$ cat config.mk
export PLATFORM = sky130hd
export DESIGN_NAME = data_mem_responder
export DESIGN_NICKNAME = d
export VERILOG_FILES = /design/src/rtl/data_mem_responder.sv
export SDC_FILE = /design/constraint.sdc
export NUM_CORES = 2
export LEC_CHECK = 0
export CORE_MARGIN = 2
export CORE_UTILIZATION = 40
export DETAILED_ROUTE_END_ITERATION = 7
export HOLD_SLACK_MARGIN = 0.06
export PLACE_DENSITY = 0.54
export REMOVE_ABC_BUFFERS = 1
export SYNTH_ARGS = -nofsm -noshare
export SYNTH_HDL_FRONTEND = slang
export SYNTH_SLANG_ARGS = --single-unit
$ cat constraint.sdc
create_clock -name clk -period 8.8 [get_ports clk]
set_input_delay 2.2 -clock clk [delete_from_list [all_inputs] [get_ports clk]]
set_output_delay 2.2 -clock clk [all_outputs]
set_load 0.1 [all_outputs]
$ cat src/rtl/data_mem_responder.sv
// Data-memory responder for the single-cycle core: word RAM with combinational read,
// plus a memory-mapped timer/LED/store-counter register bank.
module data_mem_responder #(
    parameter int unsigned DEPTH_LOG2 = 6,
    parameter int unsigned DATA_WIDTH = 32,
    parameter logic [15:0] MMIO_PAGE  = 16'hFFFF
) (
    input  logic                  clk,
    input  logic                  reset,
    input  logic [31:0]           addr,
    input  logic [DATA_WIDTH-1:0] wdata,
    input  logic                  we,
    output logic [DATA_WIDTH-1:0] rdata,
    output logic                  timer_irq,
    output logic [15:0]           led_out,
    output logic                  misalign_err
);

    localparam int unsigned RAM_WORDS = 1 << DEPTH_LOG2;
    localparam int unsigned LED_W     = 16;
    localparam int unsigned CTRL_W    = 3;

    localparam logic [5:0] REG_COUNT  = 6'd0;
    localparam logic [5:0] REG_CMP    = 6'd1;
    localparam logic [5:0] REG_CTRL   = 6'd2;
    localparam logic [5:0] REG_STATUS = 6'd3;
    localparam logic [5:0] REG_LED    = 6'd4;
    localparam logic [5:0] REG_SCNT   = 6'd5;

    logic [DATA_WIDTH-1:0] r_ram [RAM_WORDS];
    logic [DATA_WIDTH-1:0] r_count;
    logic [DATA_WIDTH-1:0] r_cmp;
    logic [CTRL_W-1:0]     r_ctrl;
    logic                  r_match;
    logic [LED_W-1:0]      r_led;
    logic [DATA_WIDTH-1:0] r_store_cnt;

    logic                  w_is_mmio;
    logic                  w_reg_hit;
    logic                  w_aligned;
    logic                  w_wr;
    logic                  w_ram_we;
    logic [DEPTH_LOG2-1:0] w_widx;
    logic [5:0]            w_reg_idx;
    logic                  w_wr_count;
    logic                  w_wr_cmp;
    logic                  w_wr_ctrl;
    logic                  w_wr_status;
    logic                  w_wr_led;
    logic                  w_match_hit;
    logic [DATA_WIDTH-1:0] w_count_nxt;
    logic [DATA_WIDTH-1:0] w_reg_rdata;

    // Address decode; misaligned accesses read the aligned word but never write
    always_comb begin
        w_is_mmio   = (addr[31:16] == MMIO_PAGE);
        w_reg_hit   = w_is_mmio && (addr[15:8] == 8'h00);
        w_aligned   = (addr[1:0] == 2'b00);
        w_wr        = we && w_aligned;
        w_ram_we    = w_wr && !w_is_mmio;
        w_widx      = addr[DEPTH_LOG2+1:2];
        w_reg_idx   = addr[7:2];
        w_wr_count  = w_wr && w_reg_hit && (w_reg_idx == REG_COUNT);
        w_wr_cmp    = w_wr && w_reg_hit && (w_reg_idx == REG_CMP);
        w_wr_ctrl   = w_wr && w_reg_hit && (w_reg_idx == REG_CTRL);
        w_wr_status = w_wr && w_reg_hit && (w_reg_idx == REG_STATUS);
        w_wr_led    = w_wr && w_reg_hit && (w_reg_idx == REG_LED);
    end

    always_ff @(posedge clk or negedge reset) begin
        if (!reset) begin
            for (int unsigned i = 0; i < RAM_WORDS; i++) begin
                r_ram[i] <= '0;
            end
        end else if (w_ram_we) begin
            r_ram[w_widx] <= wdata;
        end
    end

    always_ff @(posedge clk or negedge reset) begin
        if (!reset) begin
            r_store_cnt <= '0;
        end else if (w_ram_we && (r_store_cnt != '1)) begin
            r_store_cnt <= r_store_cnt + DATA_WIDTH'(1);
        end
    end

    // Timer next state: a bus write to COUNT suppresses match evaluation that edge
    always_comb begin
        w_match_hit = 1'b0;
        w_count_nxt = r_count;
        if (w_wr_count) begin
            w_count_nxt = wdata;
        end else if (r_ctrl[0]) begin
            if (r_count == r_cmp) begin
                w_match_hit = 1'b1;
                w_count_nxt = r_ctrl[1] ? '0 : r_count + DATA_WIDTH'(1);
            end else begin
                w_count_nxt = r_count + DATA_WIDTH'(1);
            end
        end
    end

    always_ff @(posedge clk or negedge reset) begin
        if (!reset) begin
            r_count <= '0;
            r_cmp   <= '0;
            r_ctrl  <= '0;
            r_match <= 1'b0;
            r_led   <= '0;
        end else begin
            r_count <= w_count_nxt;
            if (w_wr_cmp) begin
                r_cmp <= wdata;
            end
            if (w_wr_ctrl) begin
                r_ctrl <= wdata[CTRL_W-1:0];
            end
            if (w_wr_led) begin
                r_led <= wdata[LED_W-1:0];
            end
            // A fresh match beats a same-edge W1C clear
            if (w_match_hit) begin
                r_match <= 1'b1;
            end else if (w_wr_status && wdata[0]) begin
                r_match <= 1'b0;
            end
        end
    end

    always_comb begin
        w_reg_rdata = '0;
        if (w_reg_hit) begin
            case (w_reg_idx)
                REG_COUNT:  w_reg_rdata = r_count;
                REG_CMP:    w_reg_rdata = r_cmp;
                REG_CTRL:   w_reg_rdata = DATA_WIDTH'(r_ctrl);
                REG_STATUS: w_reg_rdata = DATA_WIDTH'(r_match);
                REG_LED:    w_reg_rdata = DATA_WIDTH'(r_led);
                REG_SCNT:   w_reg_rdata = r_store_cnt;
                default:    w_reg_rdata = '0;
            endcase
        end
    end

    always_comb begin
        rdata        = w_is_mmio ? w_reg_rdata : r_ram[w_widx];
        timer_irq    = r_match && r_ctrl[2];
        led_out      = r_led;
        misalign_err = !w_aligned;
    end

endmodule

==> reports/qor.yml <==
setup_path:
  crit_slowest_cell: "a211oi_1"
  worstPathRequired_ns: 6.60
  worstPathCellList: "clkdlybuf4s50_1 > buf_4 > nor2b_1 > nand2_1 > a211oi_1 > a21oi_1 > nand4_1 > buf_12"
  cpPeakStageDelay_ns: 1.03
  path_class: "primary input to output pin"
  r2r-start: "r_count[16]"
  cp.depth: 8
  r2r_cells: 7
  crit_start: "addr[7]"
  cp-start-kind: "primary input"
  arrival_ns: 6.01
  cp_max_fo: 9
  critPathCaptureType: "output pin"
  cp_num_buf_inv: 3
  crit_family: "simple AND/OR/NAND/NOR gates"
cts:
  clk_path_buf_depth: 3
  cts_root_buf: "clkbuf_16"
  cts_made_buffers: 233
  cts_resized: 0
  clk_latency_ns: 0.91
  clock_sink_count: 2164
  cts_tree: "yes"
  post_cts_buffers: 0
  clk_pin_slew_ns: 0.06
  cts_hold_buf: 0
  htree_levels: 4
routing:
  vias_per_cell: 5.82
  drc: 0
  avgRoutedWirePerCell_um: 30.3
  firstDrtPassIters: 8
  num_vias: 58100
  drtIter0Drc: 4508
  drt-total-wl_mm: 303
  ant_nets: 0
worst_hold_path:
  hold_path_depth: 1
  min_from: "r_ram[661]"
  hold_path.class: "flip-flop to flip-flop"
finish:
  final_nets: 6517
  area.growth.synth_to_final_pct: 12.1
  fillers: 22200
  drive_gt1_share_pct: 49.6
grt:
  busiest_layer: "met2"
  use_met3_pct: 2.83
  grt_max_degree: 172
  use_met1_pct: 32.5
  grt_pass1_wl_mm: 446
  grt_overflow_total: 0
  antenna_found_initial: 16
  track_usage_pct: 23.7
  grtUsageMet2_pct: 38.7
  grt_pass1_vias: 61700
synthesis:
  synth_simple_gate_area_share_pct: 2.87
  ys_seq_elements: 2164
  seq_area_frac_synth_pct: 53.7
  synth_top_family_by_area: "multiplexers"
  synth_edf_count: 0
  synthArstFlopShare_pct: 100
  muxShareOfSynthArea_pct: 37.0
  synth_flop_cell: "dfrtp_1"
  synth_top_area_share_pct: 53.7
  ys_types: 68
  yosys.area.top_type: "dfrtp_1"
  synthXorXnorAreaFrac_pct: 0.643
  synthCells: 6524
  synth-compound-area-share_pct: 2.30
  syn_avg_cell_area_um2: 15.5
  synthAdderAreaFrac_pct: 0.0248
  ys_top_cells_by_area: "dfrtp_1, mux2_2, mux4_2, mux2_4, mux2i_1"
  syn_area_um2: 101000
  ys_warn_count: 0
power_and_ir_drop:
  power_switching_share_pct: 24.7
  pwr-share-seq_pct: 47.4
  ir_drop_mv: 0.219
  power.density_nw_per_um2: 198
  p_switching_uw: 5540
  clkPwrFrac_pct: 44.0
  pwr-share-comb_pct: 8.6
  leakage_uw: 0.0536
  internal-power_uw: 16900
floorplan:
  row_count: 184
  start_util_pct: 40.2
  die_w_um: 506
  die_h_um: 506
  io_pins: 117
  die_area_um2: 256000
  core_um2: 251000
timing:
  rsz0062_at_grt: "false"
  fin_skew_ns: 0.0412
  period_needed_ns: 8.21
  slew_headroom_pct: 11.6
  setup_viol: 0
  tightest_slew_ns: 1.33
  setup_tns_ns: 0
  finalCritPeriodShare_pct: 93.3
  finalHoldViolCount: 0
  fmax_mhz: 122
  slew_viol_final: 0
  setup_ws_ns: 0.590
flow_run:
  max-cap-violations: 0
place:
  pre_cts_ws_ns: 0.566
  place.port_buffers: 116
  gp_congestion: 0.849
  dp_hpwl_mm: 181
run_status:
  status: "complete, no violations"
==> cell usage in the layout, fill, tap and decap left out, drive strengths merged, types with 45 or more instances in the layout <==
cell           Yosys  layout
dfrtp           2164    2164
mux2            2106    2106
mux4             526     526
clkbuf           283     360
buf              357     282
nand2            183     183
mux2i            131     131
nor2              91      91
a21oi             80      80
a211oi            64      64
xnor2             60      60
nor2b             58      58
nand3             52      52
clkinv             0      47
clkdlybuf4s50      0      46
o22ai             45      45
==> final timing paths <==
kind | endpoint | slack, ns
min in group asynchronous | r_ram[1142] | 1.24
setup reg to reg | r_count[0] | 5.26
hold / removal | r_ram[661] | 0.48
max in group asynchronous | r_ram[1856] | 5.50
hold reg to reg | r_ram[661] | 0.48
setup / recovery | rdata[6] | 0.59
==> area by class of cell <==
class	count	area (µm²)	share of cell area [%]
inverter	5	18.8	0.0166
timing repair buffer	329	3390	3.00
clock buffer	359	7020	6.21
tap	3348	4190	3.70
clock inverter	65	724	0.641
sequential	2164	54200	47.9
multi-input combinational	3715	43600	38.5
antenna	9	22.5	0.0199
==> kinds of logic after synthesis <==
group / after synthesis
flops: 2164
buf+inv: 645
compound gates: 341
fa+ha+maj: 2
xor+xnor: 74
mux: 2763
simple gates: 535
==> metrics by stage <==
step	std cells	area, µm²	total power [µW]	hold slack, ns	utilization [%]
after floorplan	5884	97400	11700	0.452	-
after global placement	9561	105000	12700	0.462	42.0
after detailed placement	9561	105000	12800	0.469	42.0
after CTS	9985	113000	22700	0.482	45.1
after global routing	9987	113000	23300	0.494	45.1
final	9994	113000	22400	0.481	45.1
==> per-layer routing <==
metal  up-vias  part of all wire (%)
met4         0                   3.7
met1     32300                    44
met2      1320                    48
met5         -                     0
met3       456                   3.7
li1      24100                     -
==> flip-flops by register name, summed over array words and instances, names as in the netlist <==
| signal | flops |
|---|---|
| led_out | 16 |
| r_cmp | 32 |
| r_count | 32 |
| r_ctrl | 3 |
| r_match | 1 |
| r_ram | 2048 |
| r_store_cnt | 32 |
==> power by group through the flow <==
stage	clock network [µW]	registers, µW	logic, µW
detailed placement	0	10800	1960
global placement	0	10800	1930
finish	9870	10600	1930
floorplan	0	10700	965
CTS	10100	10600	1960
global route	10500	10700	2070
==> cells in the mapped netlist (10+ instances only) <==
| cell type | instances |
|---|---|
| a22oi_1 | 36 |
| a211oi_1 | 64 |
| buf_2 | 187 |
| a22o_1 | 19 |
| mux2_2 | 1901 |
| o22ai_1 | 45 |
| nor2_1 | 72 |
| xor2_1 | 14 |
| nand2b_1 | 12 |
| mux4_2 | 526 |
| dfrtp_1 | 2164 |
| mux2_1 | 85 |
| buf_6 | 19 |
| buf_1 | 12 |
| a31oi_1 | 17 |
| nor4_1 | 24 |
| nand3_1 | 49 |
| nand4_1 | 36 |
| a21oi_1 | 80 |
| a222oi_1 | 20 |
| nand2_1 | 179 |
| and3_1 | 17 |
| and2_1 | 11 |
| clkbuf_1 | 283 |
| nor2_2 | 10 |
| buf_4 | 126 |
| mux2i_1 | 131 |
| xnor2_1 | 60 |
| o21ai_0 | 22 |
| a21o_1 | 11 |
| nor2b_1 | 58 |
| mux2_4 | 120 |
| buf_12 | 10 |
Power figures use the tool's default switching activity.
